<file path="src/rtl/unified_mem_arbiter.sv">
// Arbiter sharing one single-port memory between the fetch (IF) and data (DM) ports.
// One transaction in flight; DM wins collisions unless IF has been passed over STARVE_MAX times.
module unified_mem_arbiter #(
    parameter int unsigned ADDR_W     = 32,
    parameter int unsigned DATA_W     = 32,
    parameter int unsigned MEM_LAT    = 2,
    parameter int unsigned STARVE_MAX = 4
) (
    input  logic              clk_i,
    input  logic              rst_i,
    input  logic              if_req_i,
    input  logic [ADDR_W-1:0] if_addr_i,
    output logic [DATA_W-1:0] if_rdata_o,
    output logic              if_ack_o,
    output logic              if_stall_o,
    input  logic              dm_req_i,
    input  logic              dm_we_i,
    input  logic [2:0]        dm_op_i,
    input  logic [ADDR_W-1:0] dm_addr_i,
    input  logic [DATA_W-1:0] dm_wdata_i,
    output logic [DATA_W-1:0] dm_rdata_o,
    output logic              dm_ack_o,
    output logic              mem_stall_o,
    output logic              mem_en_o,
    output logic              mem_we_o,
    output logic [2:0]        mem_op_o,
    output logic [ADDR_W-1:0] mem_addr_o,
    output logic [DATA_W-1:0] mem_wdata_o,
    input  logic [DATA_W-1:0] mem_rdata_i,
    output logic              busy_o,
    output logic              owner_o
);

    localparam int unsigned WaitW   = $clog2(MEM_LAT + 1);
    localparam int unsigned StarveW = $clog2(STARVE_MAX + 1);
    localparam logic [WaitW-1:0]   WaitInit  = WaitW'(MEM_LAT - 1);
    localparam logic [StarveW-1:0] StarveMax = StarveW'(STARVE_MAX);

    typedef enum logic [1:0] {StIdle, StIssue, StWait, StResp} state_e;

    state_e              state_q;
    logic [WaitW-1:0]    wait_q;
    logic [StarveW-1:0]  starve_q;
    logic [StarveW-1:0]  starve_d;
    logic                both_req;
    logic                starve_hit;
    logic                grant_dm;

    logic                mem_en_q;
    logic                mem_we_q;
    logic [2:0]          mem_op_q;
    logic [ADDR_W-1:0]   mem_addr_q;
    logic [DATA_W-1:0]   mem_wdata_q;
    logic [DATA_W-1:0]   if_rdata_q;
    logic [DATA_W-1:0]   dm_rdata_q;
    logic                if_ack_q;
    logic                dm_ack_q;
    logic                owner_q;

    // Count stops at StarveMax because reaching it forces an IF grant that clears it.
    always_comb begin
        both_req   = if_req_i & dm_req_i;
        starve_hit = both_req && (starve_q == StarveMax);
        grant_dm   = dm_req_i & ~starve_hit;
        starve_d   = '0;
        if (both_req && !starve_hit) begin
            starve_d = starve_q + 1'b1;
        end
    end

    always_ff @(posedge clk_i or posedge rst_i) begin
        if (rst_i) begin
            state_q     <= StIdle;
            wait_q      <= '0;
            starve_q    <= '0;
            mem_en_q    <= 1'b0;
            mem_we_q    <= 1'b0;
            mem_op_q    <= 3'b000;
            mem_addr_q  <= '0;
            mem_wdata_q <= '0;
            if_rdata_q  <= '0;
            dm_rdata_q  <= '0;
            if_ack_q    <= 1'b0;
            dm_ack_q    <= 1'b0;
            owner_q     <= 1'b0;
        end else begin
            mem_en_q <= 1'b0;
            if_ack_q <= 1'b0;
            dm_ack_q <= 1'b0;
            unique case (state_q)
                StIdle: begin
                    if (if_req_i || dm_req_i) begin
                        state_q  <= StIssue;
                        mem_en_q <= 1'b1;
                        starve_q <= starve_d;
                        owner_q  <= grant_dm;
                        if (grant_dm) begin
                            mem_we_q    <= dm_we_i;
                            mem_op_q    <= dm_op_i;
                            mem_addr_q  <= dm_addr_i;
                            mem_wdata_q <= dm_wdata_i;
                        end else begin
                            mem_we_q   <= 1'b0;
                            mem_op_q   <= 3'b000;
                            mem_addr_q <= if_addr_i;
                        end
                    end
                end
                StIssue: begin
                    wait_q  <= WaitInit;
                    state_q <= StWait;
                end
                StWait: begin
                    if (wait_q == '0) begin
                        if (!owner_q) begin
                            if_rdata_q <= mem_rdata_i;
                            if_ack_q   <= 1'b1;
                        end else begin
                            if (!mem_we_q) begin
                                dm_rdata_q <= mem_rdata_i;
                            end
                            dm_ack_q <= 1'b1;
                        end
                        state_q <= StResp;
                    end else begin
                        wait_q <= wait_q - 1'b1;
                    end
                end
                StResp: begin
                    state_q <= StIdle;
                end
                default: begin
                    state_q <= StIdle;
                end
            endcase
        end
    end

    assign if_rdata_o  = if_rdata_q;
    assign if_ack_o    = if_ack_q;
    assign if_stall_o  = if_req_i & ~if_ack_q;
    assign dm_rdata_o  = dm_rdata_q;
    assign dm_ack_o    = dm_ack_q;
    assign mem_stall_o = dm_req_i & ~dm_ack_q;
    assign mem_en_o    = mem_en_q;
    assign mem_we_o    = mem_we_q;
    assign mem_op_o    = mem_op_q;
    assign mem_addr_o  = mem_addr_q;
    assign mem_wdata_o = mem_wdata_q;
    assign busy_o      = (state_q != StIdle);
    assign owner_o     = owner_q;

endmodule

</file>
<file path="config.mk">
export PLATFORM = sky130hd
export DESIGN_NAME = unified_mem_arbiter
export DESIGN_NICKNAME = d
export VERILOG_FILES = /design/src/rtl/unified_mem_arbiter.sv
export SDC_FILE = /design/constraint.sdc
export NUM_CORES = 1
export LEC_CHECK = 0
export CELL_PAD_IN_SITES_DETAIL_PLACEMENT = 1
export CELL_PAD_IN_SITES_GLOBAL_PLACEMENT = 2
export CORE_ASPECT_RATIO = 1.5
export CORE_MARGIN = 3
export CORE_UTILIZATION = 26
export CTS_BUF_LIST = sky130_fd_sc_hd__clkbuf_4 sky130_fd_sc_hd__clkbuf_8
export DETAILED_ROUTE_END_ITERATION = 8
export GPL_TIMING_DRIVEN = 0
export PLACE_DENSITY = 0.81
export SLEW_MARGIN = 0
export SYNTH_ARGS = -nofsm -noshare
export SYNTH_HDL_FRONTEND = slang
export SYNTH_SLANG_ARGS = --single-unit
</file>
<file path="constraint.sdc">
create_clock -name clk_i -period 7.8 [get_ports clk_i]
set_clock_uncertainty 0.15 [all_clocks]
set_input_delay 2.34 -clock clk_i [delete_from_list [all_inputs] [get_ports clk_i]]
set_output_delay 2.34 -clock clk_i [all_outputs]
set_load 0.01 [all_outputs]
</file>
==> results of run 1 <==
## cell usage in the layout (no fill, tap or decap), types with 2 or more instances in the layout
master,n
a22o_1,4
and3_1,2
buf_2,7
buf_6,7
clkbuf_1,20
clkbuf_4,3
clkbuf_8,20
clkdlybuf4s50_1,274
clkinv_2,5
dfrtp_1,143
ha_1,6
inv_1,9
mux2_1,3
mux2_2,69
mux2_4,25
nand2_1,69
nand2b_1,3
nand4_1,33
nor2b_1,2
o211ai_1,32
o21ai_0,3
o22ai_1,2
## final cells by class
cell class | count | share of cell area, %
Sequential cell | 143 | 37.93
Timing Repair Buffer | 275 | 29.36
Multi-Input combinational cell | 262 | 22.73
Tap cell | 276 | 3.660
Clock buffer | 23 | 3.157
Buffer | 34 | 2.003
Clock inverter | 7 | 0.6631
Inverter | 11 | 0.4907
## per-stage QoR
step | hold slack, ns | TNS [ns] | instance area (um^2) | utilization, % | worst slack [ns]
2_1_floorplan | 0.3061 | 0 | 5953 | - | 1.472
4_1_cts | 0.3572 | 0 | 9434 | 41.99 | 1.044
3_3_place_gp | 0.3251 | -65.14 | 9041 | 40.24 | -0.4759
6_report | 0.3503 | 0 | 9434 | 41.99 | 1.106
3_5_place_dp | 0.3328 | 0 | 9074 | 40.39 | 1.043
5_1_grt | 0.3686 | 0 | 9434 | 41.99 | 0.9534
## power breakdown
part / internal (W) / total [W] / leakage (nW) / switching, W
sequential: 0.00112 / 0.00132 / 1.71 / 0.000208
clock: 0.000282 / 0.000552 / 0.191 / 0.000270
combinational: 0.00109 / 0.00184 / 2.00 / 0.000751
total: 0.00249 / 0.00372 / 3.89 / 0.00123
## cells in the mapped netlist (2+ instances only)
cell type    n  area (um^2)
ha_1         6        75.07
o22ai_1      2        12.51
mux2_2      69        777.0
nand4_1     33        206.5
inv_1       10        37.54
nand2_1     69        259.0
buf_2        7        35.03
mux2_4      25        375.4
clkbuf_1    20        75.07
a22o_1       4        35.03
o21ai_0      3        15.01
mux2_1       3        33.78
o211ai_1    32        240.2
nor2b_1      2        12.51
and3_1       2        12.51
buf_6        7        78.83
nand2b_1     3        18.77
dfrtp_1    143         3578
## registers in the layout (all words and copies together) (netlist names)
name         cells
dm_rdata_o      32
if_ack_o         1
state_q          2
mem_wdata_o     32
mem_addr_o      32
mem_we_o         1
starve_q         3
wait_q           2
if_rdata_o      32
mem_en_o         1
dm_ack_o         1
mem_op_o         3
owner_o          1
## worst paths after layout
check                                  to  slack [ns]  cells after the start      startpoint
setup / recovery              mem_stall_o        1.11                      5        dm_req_i
setup reg to reg           dm_rdata_o[10]        5.61                      7      state_q[0]
max in group asynchronous  mem_addr_o[19]        4.49                      3           rst_i
hold reg to reg            mem_addr_o[18]        0.35                      2  mem_addr_o[18]
min in group asynchronous   if_rdata_o[9]        2.17                      2           rst_i
hold / removal             mem_addr_o[18]        0.35                      2  mem_addr_o[18]
## kinds of logic after synthesis
| kind of cell | synth area share [%] |
|---|---|
| flops | 60.11 |
| simple gates | 8.932 |
| mux | 19.92 |
| compound gates | 5.906 |
| buf+inv | 3.867 |
| fa+ha+maj | 1.261 |
## metal layers
layer  global-route usage (%)  wire [um]  up-vias
li1                         -          -     2179
met3                    5.144       1357       21
met2                    28.17      10360      192
met1                    16.59       7265     2351
met4                    5.040        348        0
met5                        0          0        -
## critical path, cell delays in order
cell and delay [ns]:
clkdlybuf4s50_1 0.49, buf_2 0.22, clkbuf_1 0.40, nor2b_1 0.19
clkdlybuf4s50_1 0.57
==> results.cfg, run 1 <==
[run_status]
status = complete, no violations

[die]
initial_utilization_pct = 26.50
core_area_um2 = 22470
fp-row-count = 67
die_w_um = 129.6
ioPinCount = 275
dieArea_um2 = 24790
die-height_um = 191.3

[global_route]
track_usage_pct = 15.45
grt_max_degree = 96
antenna_found_initial = 0
grt_pass1_wl_um = 29520
grt_pass1_vias = 5409
grt-ovfl-total = 0

[sta]
worstMarginPinSlew_ns = 0.5506
rsz0062_at_grt = no
max-slew-margin-rel_pct = 63.29
finalCriticalPeriod_ns = 6.694
period_share_pct = 85.83
max_freq_mhz = 149.4
report.final.slew_viol_count = 0
setup_viol = 0
finalHoldViolations = 0

[power_and_ir_drop]
p_leak_nw = 3.895
power.density_nw_per_um2 = 394.0
report.power.total_w = 0.003717
vdd_drop_max_mv = 0.1231

[final_layout]
nFillCells = 2402
register_area_um2 = 3578
layout-drive-gt1-share_pct = 18.81
syn_to_final_growth_pct = 58.47
diodes = 0
final_cell_count_no_fill = 1031
multiInputGateArea_um2 = 2145
nets = 886

[clock_tree]
clock_sinks = 143
ctsHoldBuffers = 0
tritoncts = done
clk_latency_ns = 0.45
cts_buffers = 17
clock_path_buffers = 2
htree_levels = 4
path_clk_slew_ns = 0.07
post-cts-setup-buffer-count = 0
cts_root_buf = clkbuf_8
post_cts_resized = 0

[critical_path]
path_class = input port to output port
crit_path_max_fanout = 10
crit_path_end_kind = output port
startpoint_type = input port
cp.arrival_ns = 4.20
cp.required_ns = 5.31

[synth]
async_flop_share_pct = 100.0
avgSynthCellArea_um2 = 13.23
synth_top_flop_cell = dfrtp_1
synthDistinctLibCells = 28
yosys_warnings = 0
ys_ff_latch = 143
netlist_area_um2 = 5953
syn-num-nets = 592
synth-seq-area-share_pct = 60.11
synth_edf_count = 0
postSynthCellCount = 450

[placed_design]
hpwl_um = 15190
portBuffers = 274
gp_congestion = 0.7685
dp_cells = 1001

[job]
cap_viol_max_count = 0

[detailed_routing]
drt_iter0_drc = 109
num_vias = 4743
first_pass_iters = 4
wl_per_cell_um = 18.74
drc = 0
wl_um = 19330
ant_nets = 0
vias_per_cell = 4.600

[hold_path]
min_path_type = flip-flop to flip-flop
No activity file was read; power rests on OpenSTA's default activity.
==> run 2: changes to the inputs <==
--- a/config.mk
+++ b/config.mk
@@ -14,7 +14,7 @@
 export DETAILED_ROUTE_END_ITERATION = 8
 export GPL_TIMING_DRIVEN = 0
 export PLACE_DENSITY = 0.81
-export SLEW_MARGIN = 0
+export SKIP_LAST_GASP = 1
 export SYNTH_ARGS = -nofsm -noshare
 export SYNTH_HDL_FRONTEND = slang
 export SYNTH_SLANG_ARGS = --single-unit
==> results of run 2 <==
The final DEF is identical to that of run 1; final timing and power are the same.
==> run 3: changes to the inputs <==
--- a/config.mk
+++ b/config.mk
@@ -5,15 +5,15 @@
 export SDC_FILE = /design/constraint.sdc
 export NUM_CORES = 1
 export LEC_CHECK = 0
+export ABC_AREA = 0
 export CELL_PAD_IN_SITES_DETAIL_PLACEMENT = 1
 export CELL_PAD_IN_SITES_GLOBAL_PLACEMENT = 2
 export CORE_ASPECT_RATIO = 1.5
-export CORE_MARGIN = 3
-export CORE_UTILIZATION = 26
+export CORE_UTILIZATION = 24
 export CTS_BUF_LIST = sky130_fd_sc_hd__clkbuf_4 sky130_fd_sc_hd__clkbuf_8
 export DETAILED_ROUTE_END_ITERATION = 8
 export GPL_TIMING_DRIVEN = 0
-export PLACE_DENSITY = 0.81
+export PLACE_DENSITY = 0.79
 export SKIP_LAST_GASP = 1
 export SYNTH_ARGS = -nofsm -noshare
 export SYNTH_HDL_FRONTEND = slang
==> constraint.sdc (replaced) <==
create_clock -name clk_i -period 5.84 [get_ports clk_i]
set_clock_uncertainty 0.15 [all_clocks]
set_input_delay 1.752 -clock clk_i [delete_from_list [all_inputs] [get_ports clk_i]]
set_output_delay 1.752 -clock clk_i [all_outputs]
set_load 0.01 [all_outputs]
==> results.cfg, run 3 (synthesis gave the netlist of run 1 again) <==
[critical_path]
cp.required_ns = 3.94
startpoint_type = input port
cp.arrival_ns = 3.73
crit_path_max_fanout = 10
path_class = input port to output port
crit_path_end_kind = output port

[die]
die-height_um = 194.9
initial_utilization_pct = 24.45
dieArea_um2 = 25450
die_w_um = 130.6
fp-row-count = 70
core_area_um2 = 24350
ioPinCount = 275

[final_layout]
final_cell_mix = 274 x clkdlybuf4s50_1, 143 x dfrtp_1, 69 x mux2_2, 69 x nand2_1, 33 x nand4_1
nFillCells = 2692
final_common_cell = clkdlybuf4s50_1
layout-drive-gt1-share_pct = 18.92
final_cell_count_no_fill = 1080
nets = 886
diodes = 0
design_area_um2 = 9547
syn_to_final_growth_pct = 60.36

[detailed_routing]
dr_wl_met2_um = 10270
met1_length_um = 7127
num_vias = 4734
wl_per_cell_um = 17.65
ant_nets = 0
drc = 0
first_pass_iters = 4
routed.top_layer = met4
wl_met3_um = 1262
drt_iter0_drc = 72
vias_per_cell = 4.383
wl_um = 19060

[run_status]
status = complete, no violations

[clock_tree]
clock_sinks = 143
clk_latency_ns = 0.46
ctsHoldBuffers = 0
cts_root_buf = clkbuf_8
clock_path_buffers = 2
htree_levels = 4
post_cts_resized = 0
tritoncts = done
cts_buffers = 17
post-cts-setup-buffer-count = 0
path_clk_slew_ns = 0.07

[placed_design]
portBuffers = 274
dpl_cell_area_um2 = 9134
hpwl_um = 14370
dp_cells = 1049
gp_congestion = 0.6910

[sta]
max_freq_mhz = 177.7
rsz0062_at_grt = no
finalCriticalPeriod_ns = 5.628
setup_viol = 0
period_share_pct = 96.37
finalHoldViolations = 0
max-slew-margin-rel_pct = 50.05
worstMarginPinSlew_ns = 0.7493
report.final.slew_viol_count = 0

[power_and_ir_drop]
report.power.total_w = 0.005037
vdd_drop_max_mv = 0.1769
p_leak_nw = 3.908
power.density_nw_per_um2 = 527.7

[hold_path]
min_path_type = flip-flop to flip-flop

[global_route]
antenna_found_initial = 1
grt_max_degree = 80
track_usage_pct = 15.77
grt_pass1_wl_um = 29990
grt_pass1_vias = 5272
grt-ovfl-total = 0

[job]
cap_viol_max_count = 0
run 3: cell count changes in the layout (fill, tap and decap cells not counted):
cell        change
clkbuf_4        -1
clkinvlp_4      +2
clkinv_2        -2
bufinv_16       +2
clkbuf_8        -1
inv_6           +1
run 3: layout make-up:
class / instances / area [um^2] / area share [%]
clock inverter: 10 / 136.4 / 1.429
multi-input combinational: 262 / 2145 / 22.46
sequential: 143 / 3578 / 37.48
inverter: 11 / 46.29 / 0.4849
tap: 324 / 405.4 / 4.246
timing repair buffer: 275 / 2770 / 29.02
clock buffer: 21 / 276.5 / 2.896
buffer: 34 / 188.9 / 1.979
run 3: worst paths after layout:
check	startpoint	end	slack, ns	cells after the start
worst max register to register	state_q[0]	dm_rdata_o[28]	3.62	7
worst min-delay path	if_rdata_o[26]	if_rdata_o[26]	0.35	1
worst min register to register	if_rdata_o[26]	if_rdata_o[26]	0.35	1
max in group asynchronous	rst_i	mem_wdata_o[4]	3.08	3
min in group asynchronous	rst_i	mem_wdata_o[22]	1.66	2
worst max-delay path	dm_req_i	mem_stall_o	0.21	5
run 3: critical path, stage by stage:
cell and delay [ns]:
clkdlybuf4s50_1 0.54, buf_2 0.25, clkbuf_1 0.41, nor2b_1 0.19, clkdlybuf4s50_1 0.57
run 3: where the power goes:
part	internal, W	switching (W)
Sequential	0.00149	0.000255
Combinational	0.00145	0.000996
Clock	0.000451	0.000392
run 3: metal layers:
metal / up-vias / GRT usage [%]
li1: 2174 / -
met1: 2355 / 17.14
met2: 180 / 28.28
met3: 25 / 4.872
met4: 0 / 5.407
met5: - / 0
run 3: through the flow:
| step | hold WS, ns | setup WS, ns | util (%) | TNS [ns] |
|---|---|---|---|---|
| after global routing | 0.3681 | 0.08879 | 39.21 | 0 |
| after floorplan | 0.3061 | 0.1001 | - | 0 |
| after detailed placement | 0.3366 | 0.2330 | 37.51 | 0 |
| after CTS | 0.3573 | 0.1989 | 39.21 | 0 |
| after global placement | 0.3238 | -2.317 | 37.38 | -329.21 |
| final | 0.3500 | 0.2117 | 39.21 | 0 |
